`src/rtl/memo_xfer_engine_pkg.sv`:
```
// memo_xfer_engine shared types: FSM states and reduction mode codes.
// Optional saturation build: define MEMO_XFER_SAT_EN.
package memo_xfer_pkg;

  typedef enum logic [2:0] {
    IDLE,
    LOAD,
    RD0,
    RD1,
    DONE
  } state_t;

  localparam logic [1:0] MODE_AUTO = 2'd0;
  localparam logic [1:0] MODE_SUM  = 2'd1;
  localparam logic [1:0] MODE_DIFF = 2'd2;
  localparam logic [1:0] MODE_MAX  = 2'd3;

endpackage

```
`src/rtl/memo_xfer_engine_if.sv`:
```
// Host-side bundle of memo_xfer_engine: control, load stream, B read port.
// master = host controller, slave = engine.
interface memo_xfer_engine_if #(
  parameter int W   = 8,
  parameter int AWB = 2
);
  logic           Start;
  logic [1:0]     Mode;
  logic [W-1:0]   DataInA;
  logic           InValid;
  logic           InReady;
  logic [AWB-1:0] RdAddrB;
  logic [W-1:0]   DataOutB;
  logic           Busy;
  logic           Done;
  logic           Ovf;

  modport master (
    output Start, Mode, DataInA, InValid, RdAddrB,
    input  InReady, DataOutB, Busy, Done, Ovf
  );

  modport slave (
    input  Start, Mode, DataInA, InValid, RdAddrB,
    output InReady, DataOutB, Busy, Done, Ovf
  );
endinterface

```
`src/rtl/memo_xfer_engine_pair_alu.sv`:
```
// memo_pair_alu: reduces one (first, second) pair to a single word.
// MEMO_XFER_SAT_EN selects saturating add/sub instead of wrapping.
module memo_pair_alu
  import memo_xfer_pkg::*;
#(
  parameter int W = 8
) (
  input  logic [W-1:0] f_i,
  input  logic [W-1:0] s_i,
  input  logic [1:0]   mode_i,
  output logic [W-1:0] result_o,
  output logic         ovf_o
);

  logic [W:0] sum_w;
  logic [W:0] dif_w;
  logic       s_gt;
  logic       do_add;
  logic       do_sub;

  assign sum_w = {1'b0, f_i} + {1'b0, s_i};
  assign dif_w = {1'b0, f_i} - {1'b0, s_i};
  assign s_gt  = s_i > f_i;

  // Pick the arithmetic the mode asks for; auto adds only when s > f.
  always_comb begin
    do_add = 1'b0;
    do_sub = 1'b0;
    case (mode_i)
      MODE_AUTO: begin
        do_add = s_gt;
        do_sub = !s_gt;
      end
      MODE_SUM:  do_add = 1'b1;
      MODE_DIFF: do_sub = 1'b1;
      default: ;
    endcase
  end

  // Form the result; the top bit of the widened add/sub is carry/borrow.
  always_comb begin
    result_o = s_gt ? s_i : f_i;
    ovf_o    = 1'b0;
    unique case (1'b1)
      do_add: begin
        ovf_o = sum_w[W];
`ifdef MEMO_XFER_SAT_EN
        result_o = sum_w[W] ? '1 : sum_w[W-1:0];
`else
        result_o = sum_w[W-1:0];
`endif
      end
      do_sub: begin
        ovf_o = dif_w[W];
`ifdef MEMO_XFER_SAT_EN
        result_o = dif_w[W] ? '0 : dif_w[W-1:0];
`else
        result_o = dif_w[W-1:0];
`endif
      end
      default: ;
    endcase
  end

endmodule

```
`src/rtl/memo_xfer_engine.sv`:
```
// memo_xfer_engine: stream-load A, reduce pairs of A into B, host handshake.
// Optional build macro MEMO_XFER_SAT_EN makes sum/diff saturate.
module memo_xfer_engine
  import memo_xfer_pkg::*;
#(
  parameter int W       = 8,
  parameter int DEPTH_A = 8
) (
  input logic clock,
  input logic Reset,
  memo_xfer_engine_if.slave xif
);

  localparam int DEPTH_B = DEPTH_A / 2;
  localparam int AWA     = $clog2(DEPTH_A);
  localparam int AWB     = (DEPTH_B > 1) ? $clog2(DEPTH_B) : 1;

  localparam logic [AWA-1:0] LD_LAST = AWA'(DEPTH_A - 1);
  localparam logic [AWB-1:0] PR_LAST = AWB'(DEPTH_B - 1);

  logic [W-1:0] mem_a [DEPTH_A];
  logic [W-1:0] mem_b [DEPTH_B];

  state_t         state_q, state_d;
  logic [AWA-1:0] ld_q, ld_d;
  logic [AWB-1:0] i_q, i_d;
  logic [1:0]     mode_q, mode_d;
  logic           ovf_q, ovf_d;
  logic [W-1:0]   hold_q, hold_d;

  logic           wa_en;
  logic           wb_en;
  logic [AWA-1:0] pa0;
  logic [AWA-1:0] pa1;
  logic [W-1:0]   alu_res;
  logic           alu_ovf;

  assign pa0 = AWA'({i_q, 1'b0});
  assign pa1 = AWA'({i_q, 1'b1});

  memo_pair_alu #(.W(W)) u_alu (
    .f_i      (hold_q),
    .s_i      (mem_a[pa1]),
    .mode_i   (mode_q),
    .result_o (alu_res),
    .ovf_o    (alu_ovf)
  );

  // State, counters, latched mode, sticky overflow and the first-operand hold.
  always_ff @(posedge clock) begin
    if (Reset) begin
      state_q <= IDLE;
      ld_q    <= '0;
      i_q     <= '0;
      mode_q  <= '0;
      ovf_q   <= 1'b0;
      hold_q  <= '0;
    end else begin
      state_q <= state_d;
      ld_q    <= ld_d;
      i_q     <= i_d;
      mode_q  <= mode_d;
      ovf_q   <= ovf_d;
      hold_q  <= hold_d;
    end
  end

  // Memories keep their contents across reset.
  always_ff @(posedge clock) begin
    if (wa_en) mem_a[ld_q] <= xif.DataInA;
    if (wb_en) mem_b[i_q]  <= alu_res;
  end

  // Next-state and write enables: load A, then two cycles per pair.
  always_comb begin
    state_d = state_q;
    ld_d    = ld_q;
    i_d     = i_q;
    mode_d  = mode_q;
    ovf_d   = ovf_q;
    hold_d  = hold_q;
    wa_en   = 1'b0;
    wb_en   = 1'b0;
    case (state_q)
      IDLE: begin
        if (xif.Start) begin
          state_d = LOAD;
          mode_d  = xif.Mode;
          ovf_d   = 1'b0;
          ld_d    = '0;
          i_d     = '0;
        end
      end
      LOAD: begin
        if (xif.InValid) begin
          wa_en = 1'b1;
          ld_d  = ld_q + AWA'(1);
          if (ld_q == LD_LAST) state_d = RD0;
        end
      end
      RD0: begin
        hold_d  = mem_a[pa0];
        state_d = RD1;
      end
      RD1: begin
        wb_en = 1'b1;
        ovf_d = ovf_q | alu_ovf;
        if (i_q == PR_LAST) begin
          state_d = DONE;
        end else begin
          i_d     = i_q + AWB'(1);
          state_d = RD0;
        end
      end
      DONE:    state_d = IDLE;
      default: state_d = IDLE;
    endcase
  end

  assign xif.InReady  = (state_q == LOAD);
  assign xif.Busy     = (state_q == LOAD) || (state_q == RD0)
                     || (state_q == RD1);
  assign xif.Done     = (state_q == DONE);
  assign xif.Ovf      = ovf_q;
  assign xif.DataOutB = mem_b[xif.RdAddrB];

endmodule

```
`src/flat_wrapper.sv`:
```
// flat-port wrapper written by rule: the top's interface ports become plain ports
module memo_xfer_engine_flat import memo_xfer_pkg::*;
#(
  parameter int W       = 8,
  parameter int DEPTH_A = 8
)
  (clock, Reset, xif_Start, xif_Mode, xif_DataInA, xif_InValid, xif_RdAddrB, xif_InReady, xif_DataOutB, xif_Busy, xif_Done, xif_Ovf);
  memo_xfer_engine_if #(.W(W), .AWB((((DEPTH_A / 2) > 1) ? $clog2((DEPTH_A / 2)) : 1))) xif_i ();
  input logic clock;
  input logic Reset;
  input wire logic [$bits(xif_i.Start)-1:0] xif_Start;
  input wire logic [$bits(xif_i.Mode)-1:0] xif_Mode;
  input wire logic [$bits(xif_i.DataInA)-1:0] xif_DataInA;
  input wire logic [$bits(xif_i.InValid)-1:0] xif_InValid;
  input wire logic [$bits(xif_i.RdAddrB)-1:0] xif_RdAddrB;
  output wire logic [$bits(xif_i.InReady)-1:0] xif_InReady;
  output wire logic [$bits(xif_i.DataOutB)-1:0] xif_DataOutB;
  output wire logic [$bits(xif_i.Busy)-1:0] xif_Busy;
  output wire logic [$bits(xif_i.Done)-1:0] xif_Done;
  output wire logic [$bits(xif_i.Ovf)-1:0] xif_Ovf;
  assign xif_i.Start = xif_Start;
  assign xif_i.Mode = xif_Mode;
  assign xif_i.DataInA = xif_DataInA;
  assign xif_i.InValid = xif_InValid;
  assign xif_i.RdAddrB = xif_RdAddrB;
  assign xif_InReady = xif_i.InReady;
  assign xif_DataOutB = xif_i.DataOutB;
  assign xif_Busy = xif_i.Busy;
  assign xif_Done = xif_i.Done;
  assign xif_Ovf = xif_i.Ovf;
  memo_xfer_engine #(.W(W), .DEPTH_A(DEPTH_A)) u_core (.clock(clock), .Reset(Reset), .xif(xif_i));
endmodule
```
`config.mk`:
```
export PLATFORM = sky130hd
export DESIGN_NAME = memo_xfer_engine_flat
export DESIGN_NICKNAME = d
export VERILOG_FILES = /design/src/rtl/memo_xfer_engine_pkg.sv /design/src/rtl/memo_xfer_engine_if.sv /design/src/rtl/memo_xfer_engine_pair_alu.sv /design/src/rtl/memo_xfer_engine.sv /design/src/flat_wrapper.sv
export SDC_FILE = /design/constraint.sdc
export NUM_CORES = 1
export LEC_CHECK = 0
export ABC_AREA = 0
export CORE_MARGIN = 5
export CORE_UTILIZATION = 25
export DETAILED_ROUTE_END_ITERATION = 6
export GPL_ROUTABILITY_DRIVEN = 0
export MAX_ROUTING_LAYER = met4
export PLACE_DENSITY = 0.45
export SYNTH_ARGS = -nofsm -noshare
export SYNTH_HDL_FRONTEND = slang
export SYNTH_SLANG_ARGS = --single-unit
export TNS_END_PERCENT = 1
```
`constraint.sdc`:
```
create_clock -name clock -period 4.4 [get_ports clock]
set_input_delay 0.44 -clock clock [delete_from_list [all_inputs] [get_ports clock]]
set_output_delay 0.44 -clock clock [all_outputs]
set_load 0.005 [all_outputs]
```
# Word-level counts from Yosys, hierarchy flattened
# Memory sizes are Yosys's and may differ from the RTL's. A register that Yosys moved wholly into a read port is not among the register bits.
# Index checks and enable logic that the tools add are counted.
# W data, S select, Z words.
[totals]
reg_bits = 11
latch_bits = 0
mem_bits_rw = 96
romBits = 0
inputBits = 16
out_inout_bits = 12
wordCells = 64
mem_count = 2
[mem_list]
columns = ["name", "words", "width", "read_ports", "rd_ports_with_merged_regs", "write_ports", "line_no", "text"]
rows = [
  ["u_core.mem_a", 8, 8, 2, 2, 1, "memo_xfer_engine.sv:21", "logic [W-1:0] mem_a [DEPTH_A];"],
  ["u_core.mem_b", 4, 8, 1, 0, 1, "memo_xfer_engine.sv:22", "logic [W-1:0] mem_b [DEPTH_B];"],
]
[op_classes]
n_addsub = 4
n_mul = 0
div = 0
n_lt_le_gt_ge = 1
n_eq_ne = 12
n_shift = 0
muxes = 27
n_bitwise = 1
n_reduce_logical = 12
[ops]
columns = ["operator", "count"]
rows = [
  ["$mux W3", 8],
  ["$pmux W8 S2", 1],
  ["$pmux W3 S4", 1],
  ["$add A8 B8 Y9", 1],
  ["$reduce_and A3 Y1", 3],
  ["$sub A8 B8 Y9", 1],
  ["$gt A8 B8 Y1", 1],
  ["$mux W1", 8],
  ["$mux W8", 1],
  ["$pmux W1 S2", 4],
  ["$eq A3 B2 Y1 const B", 2],
  ["$eq A3 B3 Y1 const B", 2],
  ["$ne A2 B2 Y1 const B", 3],
  ["$pmux W3 S2", 1],
  ["$eq A2 B2 Y1 const B", 2],
  ["$mux W2", 2],
  ["$pmux W2 S2", 1],
  ["$reduce_and A2 Y1", 2],
  ["$reduce_bool A2 Y1", 2],
  ["$add A3 B1 Y3 const B", 1],
  ["$eq A3 B1 Y1 const B", 1],
  ["$logic_not A3 Y1", 1],
  ["$add A2 B1 Y2 const B", 1],
  ["$eq A2 B1 Y1 const B", 1],
  ["other kinds (5)", 6],
]

# Logic depth before layout (Yosys ltp)
[depth]
ltp_word = 6
mapped_depth = 12
depth_no_buf = 10

# Modules after synthesis
# Synthesis repeated with hierarchy kept, for this count alone.
[unflattened]
hier_cells = 373
area_unflattened_um2 = 5481.5
[by_module_without_submodules]
columns = ["module", "instances", "cells_per_inst", "area_each_um2", "seq_area_each_um2"]
rows = [
  ["memo_xfer_engine", 1, 246, 4473.0, 3303.2],
  ["memo_pair_alu", 1, 127, 1008.5, 0.0],
]

# Worst setup path before layout
# Ideal clock, no wire load.
[synth_path]
path_kind = "register -> register"
startpoint = "register with a tool-made name"
endpoint = "memory u_core.mem_b[0][5], data pin"
setup_time_ns = 0.274
arrival_time_ns = 2.765
required_time_ns = 4.126
setup_slack_ns = 1.361
stages_incl_launch_ff = 13
n_path_buf = 3
synth_period_minus_slack_ns = 3.039
path_cell_list = "dfxtp_1 buf_2 mux4_2 inv_1 ha_1 buf_2 a21o_1 a21oi_1 o311a_4 buf_6 mux2_2 mux2i_1 a21oi_1"
[synth_lines]
columns = ["item", "line_no"]
rows = [
  ["to (decl)", "memo_xfer_engine.sv:22"],
]

==> metrics.yaml <==
synth_edf_count: 96
power_frac_comb_pct: 3.2
worstSkewPairLatency_ns: 0.41
seq_area_mm2: 0.00330
coreArea_mm2: 0.0212
grt_pass1_vias: 3012
drtAntennaViolNets: 0
top_level_ports: 28
drtIter0Drc: 181
ir_worst_vdd_mv: 0.267
pwr-share-clk_pct: 51.2
synthToLayoutAreaGrowth_pct: 20.9
multiInputGateArea_mm2: 0.00196
path_cells: "mux4_2 -> inv_1 -> ha_1 -> a21o_1 -> a21oi_1 -> o311a_4 -> mux2_2 -> a21oi_1 -> a21oi_1"
antenna_found_initial: 0
drc: 0
first_pass_iters: 4
power_density_mw_per_mm2: 405
dpl.hpwl_mm: 7.80
reg2reg_depth: 9
tightest_slew_ns: 1.01
internal_power_mw: 2.08
fillers: 2053
row_count: 53
clockBufferDepth: 2
diodes: 0
clock.fmax_mhz: 291
vias: 3004
power_switching_uw: 562
synthesis.nets: 419
synth_cell_types: 53
finalMaxSlewViolations: 0
root_buffer: "clkbuf_16"
p_total_mw: 2.65
grt_max_degree: 20
holdPathStages: 2
cts_made_buffers: 17
status: "completed"
cts_resized: 0
path_common_cell: "a21oi_1"
slew_headroom_pct: 32.2
ys_top_cells_by_area: "edfxtp_1 53%, mux4_2 10%, dfxtp_1 7.8%"
path_max_fanout: 12
static-leakage-power_nw: 2.23
routed_wl_mm: 10.9
nNetsFinal: 449
rsz0062_at_grt: "no"
power_switching_share_pct: 21.2
finalCritPeriodShare_pct: 78.0
min_period_ns: 3.43
io_buffer_count: 27
start_util_pct: 25.6
crit_path_top_delay_cell: "dfxtp_1"
async_flop_share_pct: 0
grt_pass1_wl_mm: 17.2
arrival_ns: 3.57
synth_common_cells: "96 x edfxtp_1, 32 x nor2_1, 28 x a21oi_1, 28 x nand2_1, 24 x mux4_2"
path_depth: 9
startpoint_type: "flip-flop"
layout-drive-gt1-share_pct: 16.8
yosysMostFrequentCell: "edfxtp_1"
cts_setup_buffers: 0
dieArea_mm2: 0.0247
die_w_um: 157
cts_htree_levels: 4
syn_area_mm2: 0.00541
wire_per_inst_um: 15.6
seq_area_frac_synth_pct: 61.1
cts_tree: "yes"
finalClockSkew_ns: 0.00624
yosysWarnings: 0
cp_top_family: "compound AO/OA/AOI/OAI gates"
critPathCaptureType: "flip-flop"
grt-ovfl-total: 0
yosysTopAreaCell: "edfxtp_1"
avgSynthCellArea_um2: 14.3
ys_seq_elements: 117
hold_path.class: "flip-flop to flip-flop"
vias_per_cell: 4.31
finalHoldViolations: 0
synth_cells: 379
postCtsHoldBufs: 0
path_clk_slew_ns: 0.06
seq_power_share_pct: 45.7
setup_viol: 0
crit_type: "flip-flop to flip-flop"
ys.flop_type: "edfxtp_1"
cap_violations: 0
track_usage_pct: 9.59
critical_path_buf_inv_count: 1
tns_ns: 0
worstPathRequired_ns: 4.53
die_h_um: 157
yosys.area.top_type_share_pct: 53.3
slowest_delay_ns: 0.67
clkSinkCount: 117
worst reg2reg max path: cells and delay by family, from the launching register on:
kind	cells	cell delay, ns
AOI/OAI and AO/OA	5	1.09
adders and majority gates	1	0.34
buffers and inverters	1	0.08
DFF	1	0.67
muxes	2	0.99
logic make-up (layout without fill, tap and decap cells):
family / count (synthesis) / after routing / share of synthesized area [%]
flops: 117 / 117 / 61.1
compound gates: 55 / 55 / 7.15
buf+inv: 35 / 78 / 2.71
mux: 36 / 36 / 12.3
fa+ha+maj: 24 / 24 / 5.83
simple gates: 101 / 101 / 9.16
xor+xnor: 11 / 11 / 1.78
per-layer routing:
metal,vias to the layer above,global-route usage [%],share of wire [%]
li1,1481,-,-
met1,1468,12.5,49
met2,45,14.0,46
met3,10,2.75,3.1
met4,0,4.26,1.4
met5,-,-,0
state kept, by name, summed over array words and instances, names as in the netlist, named ones only:
| name | flops |
|---|---|
| u_core.hold_q | 8 |
| u_core.i_q | 2 |
| u_core.mode_q | 2 |
| u_core.ld_q | 3 |
| u_core.mem_b | 32 |
| u_core.state_q | 3 |
| u_core.mem_a | 64 |
| u_core.xif.Ovf | 1 |
stage by stage:
stage / hold slack (ns) / instances / utilization [%] / cell area (um2) / setup WS (ns)
after detailed placement: 0.474 / 665 / 28.2 / 5960 / 0.939
final: 0.478 / 697 / 30.9 / 6540 / 0.967
after global routing: 0.503 / 697 / 30.9 / 6540 / 0.729
after global placement: 0.470 / 665 / 28.2 / 5960 / 0.997
after CTS: 0.482 / 697 / 30.9 / 6540 / 0.912
after floorplan: 0.454 / 379 / - / 5410 / 1.36
power by group through the flow:
| stage | registers, mW | clock network [mW] | logic (mW) |
|---|---|---|---|
| final | 1.21 | 1.35 | 0.0842 |
| after global routing | 1.21 | 1.43 | 0.0924 |
| after CTS | 1.21 | 1.38 | 0.0859 |
| after detailed placement | 1.23 | 0 | 0.0857 |
| after global placement | 1.23 | 0 | 0.0836 |
| after floorplan | 1.23 | 0 | 0.0452 |
area by class of cell:
class,count,area share (%)
repair buffers,30,4.48
well taps,275,5.26
multi-input cells,227,30.0
flip-flops and latches,117,50.5
inverters,16,0.918
clock buffers,18,6.56
clock inverters,14,2.30
placed cells by master, fill, tap and decap left out, types with 6 or more instances in the layout:
cell / instances
mux2i_1: 8
nor2_1: 32
ha_1: 22
xnor2_1: 6
dfxtp_1: 21
clkdlybuf4s50_1: 27
mux4_2: 24
inv_1: 16
inv_6: 6
nand3_1: 6
and2_1: 6
a21oi_1: 28
nand2_1: 28
edfxtp_1: 96
clkbuf_16: 17
worst paths after layout:
| path | start | to | slack (ns) |
|---|---|---|---|
| max | flip-flop | u_core.mem_b[1][3] | 0.97 |
| min | u_core.hold_q[0] | u_core.hold_q[0] | 0.48 |
| max reg2reg | flip-flop | u_core.mem_b[1][3] | 0.97 |
| min reg2reg | u_core.hold_q[0] | u_core.hold_q[0] | 0.48 |
Power figures use the tool's default switching activity.
